===== src/rtl/branch_predictor_bht.sv =====
// PC-indexed table of saturating counters with optional gshare history.
// Lookup is a combinational read in Decode; the resolving branch updates the table in MEM.
module branch_predictor_bht #(
    parameter int IDX_BITS  = 6,
    parameter int CNT_BITS  = 2,
    parameter int HIST_BITS = 0,
    parameter int STAT_BITS = 32
) (
    input  logic                 clk_i,
    input  logic                 rstn_i,
    input  logic                 lookup_valid_i,
    input  logic [31:0]          lookup_pc_i,
    input  logic [31:0]          lookup_offset_i,
    output logic                 predict_o,
    output logic [31:0]          target_o,
    output logic [IDX_BITS-1:0]  lookup_idx_o,
    input  logic                 update_valid_i,
    input  logic [IDX_BITS-1:0]  update_idx_i,
    input  logic                 update_taken_i,
    input  logic                 update_predicted_i,
    output logic [STAT_BITS-1:0] branch_count_o,
    output logic [STAT_BITS-1:0] mispredict_count_o
);

    localparam int                DEPTH   = 1 << IDX_BITS;
    localparam logic [CNT_BITS-1:0] CNT_WNT = CNT_BITS'((1 << (CNT_BITS - 1)) - 1);

    logic [CNT_BITS-1:0]  table_q [DEPTH];
    logic [CNT_BITS-1:0]  cnt_cur;
    logic [CNT_BITS-1:0]  cnt_d;
    logic [IDX_BITS-1:0]  hist_idx;
    logic [STAT_BITS-1:0] branch_cnt_q, branch_cnt_d;
    logic [STAT_BITS-1:0] mispred_cnt_q, mispred_cnt_d;
    logic                 unused_pc_bits;

    // Only the word-aligned index bits of the PC select an entry.
    assign unused_pc_bits = ^{lookup_pc_i[1:0], lookup_pc_i[31:IDX_BITS+2]};

    generate
        if (HIST_BITS > 0) begin : g_hist
            logic [HIST_BITS-1:0] ghr_q;
            logic [HIST_BITS-1:0] ghr_d;

            if (HIST_BITS == 1) begin : g_one
                assign ghr_d = update_taken_i;
            end else begin : g_shift
                assign ghr_d = {ghr_q[HIST_BITS-2:0], update_taken_i};
            end

            always_ff @(posedge clk_i) begin
                if (!rstn_i) begin
                    ghr_q <= '0;
                end else if (update_valid_i) begin
                    ghr_q <= ghr_d;
                end
            end

            assign hist_idx = IDX_BITS'(ghr_q);
        end else begin : g_bimodal
            assign hist_idx = '0;
        end
    endgenerate

    assign lookup_idx_o = lookup_pc_i[IDX_BITS+1:2] ^ hist_idx;
    assign target_o     = lookup_pc_i + lookup_offset_i;
    assign predict_o    = lookup_valid_i & table_q[lookup_idx_o][CNT_BITS-1];

    always_comb begin
        cnt_cur = table_q[update_idx_i];
        cnt_d   = cnt_cur;
        if (update_taken_i) begin
            if (cnt_cur != '1) cnt_d = cnt_cur + CNT_BITS'(1);
        end else begin
            if (cnt_cur != '0) cnt_d = cnt_cur - CNT_BITS'(1);
        end
    end

    // No bypass: a same-cycle lookup of the updated entry still sees the old value.
    always_ff @(posedge clk_i) begin
        if (!rstn_i) begin
            for (int i = 0; i < DEPTH; i++) begin
                table_q[i] <= CNT_WNT;
            end
        end else if (update_valid_i) begin
            table_q[update_idx_i] <= cnt_d;
        end
    end

    always_comb begin
        branch_cnt_d  = branch_cnt_q;
        mispred_cnt_d = mispred_cnt_q;
        if (update_valid_i) begin
            if (branch_cnt_q != '1) branch_cnt_d = branch_cnt_q + STAT_BITS'(1);
            if ((update_predicted_i != update_taken_i) && (mispred_cnt_q != '1)) begin
                mispred_cnt_d = mispred_cnt_q + STAT_BITS'(1);
            end
        end
    end

    always_ff @(posedge clk_i) begin
        if (!rstn_i) begin
            branch_cnt_q  <= '0;
            mispred_cnt_q <= '0;
        end else begin
            branch_cnt_q  <= branch_cnt_d;
            mispred_cnt_q <= mispred_cnt_d;
        end
    end

    assign branch_count_o     = branch_cnt_q;
    assign mispredict_count_o = mispred_cnt_q;

endmodule


===== config.mk =====
export PLATFORM = sky130hd
export DESIGN_NAME = branch_predictor_bht
export DESIGN_NICKNAME = d
export VERILOG_FILES = /design/src/rtl/branch_predictor_bht.sv
export SDC_FILE = /design/constraint.sdc
export NUM_CORES = 1
export LEC_CHECK = 0
export CORE_UTILIZATION = 55
export DETAILED_ROUTE_END_ITERATION = 16
export MAX_ROUTING_LAYER = met4
export PLACE_DENSITY = 0.81
export SYNTH_ARGS = -nofsm -noshare
export SYNTH_HDL_FRONTEND = slang
export SYNTH_SLANG_ARGS = --single-unit
export TNS_END_PERCENT = 5

===== constraint.sdc =====
create_clock -name clk_i -period 4.2 [get_ports clk_i]
set_clock_uncertainty 0.15 [all_clocks]
set_input_delay 0.84 -clock clk_i [delete_from_list [all_inputs] [get_ports clk_i]]
set_output_delay 0.84 -clock clk_i [all_outputs]
set_load 0.005 [all_outputs]

Word-level counts from Yosys, hierarchy flattened
Memories as Yosys holds them, arrays and structs flattened.
Cells that the tools add are included.

operators by class
  equality and inequality tests = 4
  $mul = 0
  bitwise operators = 1
  $lt $le $gt $ge = 0
  add/sub/neg operators = 5
  reductions and logical operators = 5
  mux-type cells = 10
  divide/modulo/power cells = 0
  shift-type cells = 0

operators with widths
  cell                                              number
  adder 32 x 1 -> 32 bit, second input constant     2
  != test 32 bit, second input constant             2
  adder 32 bit                                      1
  2-to-1 mux 2 bit                                  4
  2-to-1 mux 6 bit                                  1
  2-to-1 mux 1 bit                                  5
  AND reduction 2 bit                               2
  adder 2 x 1 -> 2 bit, second input constant       1
  != test 2 bit, second input constant              1
  nonzero test 2 bit                                1
  OR reduction 2 bit                                1
  subtractor 2 x 1 -> 2 bit, second input constant  1
  AND 1 bit                                         1
  logical AND 1 bit                                 1
  != test 1 bit                                     1

storage, ports and cells
  register bits after elaboration = 64
  logic and storage cells = 28
  memory bits (writable) = 128
  bits in latches = 0
  output and inout port bits = 103
  input port bits = 76
  bits in read-only memories = 0
  memories = 1

memories
  memory   depth  width  rd ports  clocked after Yosys merged registers in  write ports  RTL line  RTL
  table_q  64     2      2         0                                        64           28        logic [CNT_BITS-1:0] table_q [DEPTH];

Logic depth before layout (Yosys ltp)
Gate-level depths: netlist of the first run.

  depth in word-level cells = 5
  depth in mapped cells = 12
  mapped depth without buffers = 9

Worst setup path after synthesis of the first run
Ideal clock, no wire load.

  path type = in2out
  from = input port lookup_pc_i[0]
  to = output port target_o[28]
  data arrival time = 3,059 ps
  stages = 9
  data required time = 3,210 ps
  slack = 151 ps
  cells stage by stage = ha_1 -> fa_1 -> a211o_1 -> a2111oi_0 -> o21ba_2 -> nor3b_1 -> o21ai_0 -> a21oi_1 -> xor2_1

between the ends
  word-level cells in the longest chain between the ends = 1

RTL lines
  what          RTL line  RTL
  from (decl)   12        input logic [31:0] lookup_pc_i,
  adder 32 bit  65        assign target_o = lookup_pc_i + lookup_offset_i;
  to (decl)     15        output logic [31:0] target_o,

Every way passes these cells.

Final worst setup path of the first run
  from = input port lookup_offset_i[3]
  to = output port target_o[14]

between the ends
  word-level cells in the longest chain between the ends = 1

RTL lines
  what          RTL line  RTL
  from (decl)   13        input logic [31:0] lookup_offset_i,
  adder 32 bit  65

Every way passes these cells.

==> flow_metrics.py, run 1 <==
metrics = {
    "status": {
        "outcome": "finished, violations left",
        "violations": "negative setup slack",
    },
    "synthesis": {
        "yosysWarnings": 0,
        "synth.distinct_cells": 80,
        "postSynth.asyncResetShare_pct": 0,
        "netlist.area_leader.share_pct": 32.22,
        "avgSynthCellArea_sq_um": 9.975,
        "seq_area_frac_synth_pct": 42.96,
        "netlist_area_sq_mm": 0.01193,
        "ys.flop_type": "edfxtp_1",
        "ys_seq_elements": 192,
        "synthesis.nets": 1306,
        "synth_edf_count": 128,
        "ys_top_cells_by_area": "edfxtp_1, dfxtp_1, mux4_2, nand2_1, ha_1",
        "synth_area_leader_cell": "edfxtp_1",
        "syn_inst": 1196,
    },
    "die": {
        "start_util_pct": 56.40,
        "rows": 53,
        "core_sq_mm": 0.02115,
        "die_y_um": 149.3,
        "num_io_pins": 179,
        "die_area_sq_mm": 0.02228,
        "die_w_um": 149.3,
    },
    "sta": {
        "finalHoldViolCount": 0,
        "layout_setup_ws_ps": -88.45,
        "period_needed_ps": 4288,
        "hold_ws_ps": 358.3,
        "final.period_utilization_pct": 102.1,
        "final_max_slew_viol_count": 0,
        "max_slew_margin_pct": 55.87,
        "finalSetupViolations": 8,
        "clock.fmax_mhz": 233.2,
        "rsz0062_at_grt": "true",
        "worstMarginPinSlew_ps": 662.0,
    },
    "setup_path": {
        "crit_path_end_kind": "output port",
        "worstSetupStartpointType": "input pin",
        "worst-setup-path-type": "in -> out",
        "worstPathArrival_ps": 3300,
        "path_max_fanout": 4,
        "required_ps": 3210,
    },
    "grt": {
        "grt_pass1_wl_mm": 52.67,
        "grt-ovfl-total": 0,
        "grt_max_degree": 70,
        "track_usage_pct": 31.68,
        "first_global_vias": 10140,
        "antenna_found_initial": 0,
    },
    "placed_design": {
        "portBuffers": 178,
        "gp_routability_congestion": 1.038,
        "dp.cells": 1686,
        "place.detailed.hpwl_mm": 24.22,
    },
    "detailed_routing": {
        "vias": 10530,
        "drtPass1Iterations": 6,
        "initialDrtViolationCount": 897,
        "wl_per_cell_um": 19.84,
        "final_antenna_net_count": 0,
        "route.detailed.drc": 0,
        "wirelength_mm": 34.24,
        "via_per_inst": 6.101,
    },
    "pwr": {
        "vdd_ir_drop_max_v": 0.0002718,
        "p_sw_uw": 1355,
        "p_int_uw": 3442,
        "swShare_pct": 28.25,
        "clock_power_share_pct": 35.1,
        "pwr-share-comb_pct": 21.8,
        "p_leak_uw": 0.005819,
        "cellPowerDensity_mw_per_mm2": 310.5,
        "p_seq_share_pct": 43.1,
    },
    "clock_tree": {
        "cts_tree": "done",
        "clock_latency_ps": 450,
        "postCtsHoldBufs": 0,
        "cts_buffers": 17,
        "clock_sinks": 192,
        "clockRootBuffer": "clkbuf_16",
        "cts_buffer_depth": 2,
        "h-tree-depth": 4,
        "cts.reportedPaths.clkPinSlew_ps": 80,
    },
    "finish": {
        "final_cells": 1726,
        "diodes": 0,
        "syn_to_final_growth_pct": 29.49,
        "drive_above_1_share_pct": 19.92,
        "final_util_pct": 73.03,
        "final_net_count": 1548,
    },
    "run": {
        "cap_violations": 0,
    },
    "worst_hold_path": {
        "min_path_type": "reg -> reg",
    },
}
-- worst paths after layout --
| check | endpoint | slack [ps] | cells after the start | start |
|---|---|---|---|---|
| worst max-delay path | target_o[14] | -90 | 13 | lookup_offset_i[3] |
| worst min-delay path | mispredict_count_o[26]$_SDFFE_PN0P_ | 360 | 2 | mispredict_count_o[26]$_SDFFE_PN0P_ |
| worst max register to register | table_q[24][0]$_SDFFCE_PN1P_ | 1390 | 7 | table_q[11][1]$_SDFFCE_PN0P_ |
| worst min register to register | mispredict_count_o[26]$_SDFFE_PN0P_ | 360 | 2 | mispredict_count_o[26]$_SDFFE_PN0P_ |
-- state kept, by name (all words and copies together) (netlist names) --
name,count
branch_count_o,32
mispredict_count_o,32
table_q,128
-- layout by cell type (no fill, tap or decap), types with 7 or more instances in the layout --
| master | synthesis | routed |
|---|---|---|
| nand2_1 | 159 | 159 |
| nand3_2 | 18 | 18 |
| clkdlybuf4s50_1 | 0 | 140 |
| and3_1 | 24 | 24 |
| o22ai_1 | 9 | 9 |
| a22oi_1 | 9 | 9 |
| edfxtp_1 | 128 | 128 |
| nand2b_1 | 7 | 7 |
| or3_1 | 13 | 13 |
| nand4_1 | 21 | 21 |
| a21oi_1 | 39 | 34 |
| clkbuf_16 | 0 | 17 |
| a221oi_1 | 9 | 8 |
| a21o_1 | 19 | 19 |
| buf_12 | 3 | 9 |
| and4_1 | 13 | 13 |
| dlygate4sd2_1 | 0 | 13 |
| xor2_1 | 36 | 36 |
| nor2b_1 | 16 | 16 |
| nor3_1 | 20 | 17 |
| nand3_1 | 77 | 77 |
| mux4_2 | 29 | 29 |
| nor2_1 | 86 | 85 |
| ha_4 | 0 | 7 |
| dlymetal6s2s_1 | 0 | 7 |
| mux2i_1 | 21 | 21 |
| ha_1 | 33 | 24 |
| inv_1 | 14 | 13 |
| buf_4 | 14 | 125 |
| dfxtp_1 | 64 | 64 |
| buf_2 | 12 | 8 |
| xnor2_1 | 43 | 41 |
| and2_1 | 52 | 52 |
| o21ai_0 | 42 | 30 |
-- worst max-delay path: stages --
cell,delay (ps)
clkdlybuf4s50_1,500
ha_4,220
o21a_4,230
a2111oi_4,330
buf_4,170
o21ba_4,170
o31a_1,160
buf_4,120
buf_4,90
nor2b_1,30
nor2_1,120
xnor2_1,150
buf_2,160
-- layer usage --
| metal | global-route usage, % | routed length [um] | vias up |
|---|---|---|---|
| met3 | 5.841 | 3070 | 81 |
| met1 | 39.02 | 13640 | 5085 |
| li1 | - | - | 4853 |
| met4 | 12.65 | 991 | 0 |
| met2 | 51.49 | 16540 | 511 |
| met5 | - | 0 | - |
-- logic make-up (layout without fill, tap and decap cells) --
family	Yosys count	count (layout)	synth area share (%)
and+or+nand+nor	533	533	23.17
AOI/OAI and AO/OA	196	196	11.33
DFF	192	192	42.96
buffers and inverters	104	359	5.097
xor gates and xnor gates	79	79	5.800
muxes	56	56	7.834
adders and majority gates	36	36	3.818
-- repair_timing --
action,in CTS,in global routing
resized for setup,93,40
setup buffers,5,3
pin swaps,26,16
setup endpoints to repair,26,23
-- final cells by class --
class | count | area [sq um]
Tap cell | 275 | 344.1
Inverter | 15 | 56.30
Clock inverter | 13 | 160.2
Timing Repair Buffer | 312 | 2845
Multi-Input combinational cell | 900 | 6465
Sequential cell | 192 | 5125
Fill cell | 1472 | 5705
Clock buffer | 19 | 452.9
-- stage by stage --
stage / power [uW] / instance area [sq um] / TNS [ps] / setup slack [ps]
2_1_floorplan: 2658 / 11930 / 0 / 151.4
3_3_place_gp: 3099 / 14550 / -13230 / -905.2
3_5_place_dp: 3111 / 14550 / -13670 / -937.0
4_1_cts: 4761 / 15330 / -1408 / -245.8
5_1_grt: 4943 / 15450 / -1284 / -188.2
6_report: 4797 / 15450 / -316.5 / -88.45
-- synthesized netlist by cell type, drive strengths merged, types with 15 or more instances --
master  number
a21o        19
o21ai       42
clkbuf      43
ha          33
inv         15
dfxtp       64
mux4        29
a21oi       39
nor3        22
mux2i       21
nand2      159
and2        53
buf         46
nand3       95
nor2b       16
nor2        87
xnor2       43
nand4       21
edfxtp     128
and3        24
xor2        36
-- power groups by stage --
stage	clock network [uW]	logic, uW	registers (uW)
2_1_floorplan	0	561	2100
3_3_place_gp	0	991	2110
5_1_grt	1760	1120	2070
4_1_cts	1690	1010	2070
6_report	1680	1050	2070
3_5_place_dp	0	1000	2110
(Power assumes the default switching activity.)
==> inputs of run 2 (changes only) <==
- HOLD_SLACK_MARGIN: not set -> 0.05
==> results of run 2 <==
Same layout as run 1: the final DEF is identical, and so are final timing and power.
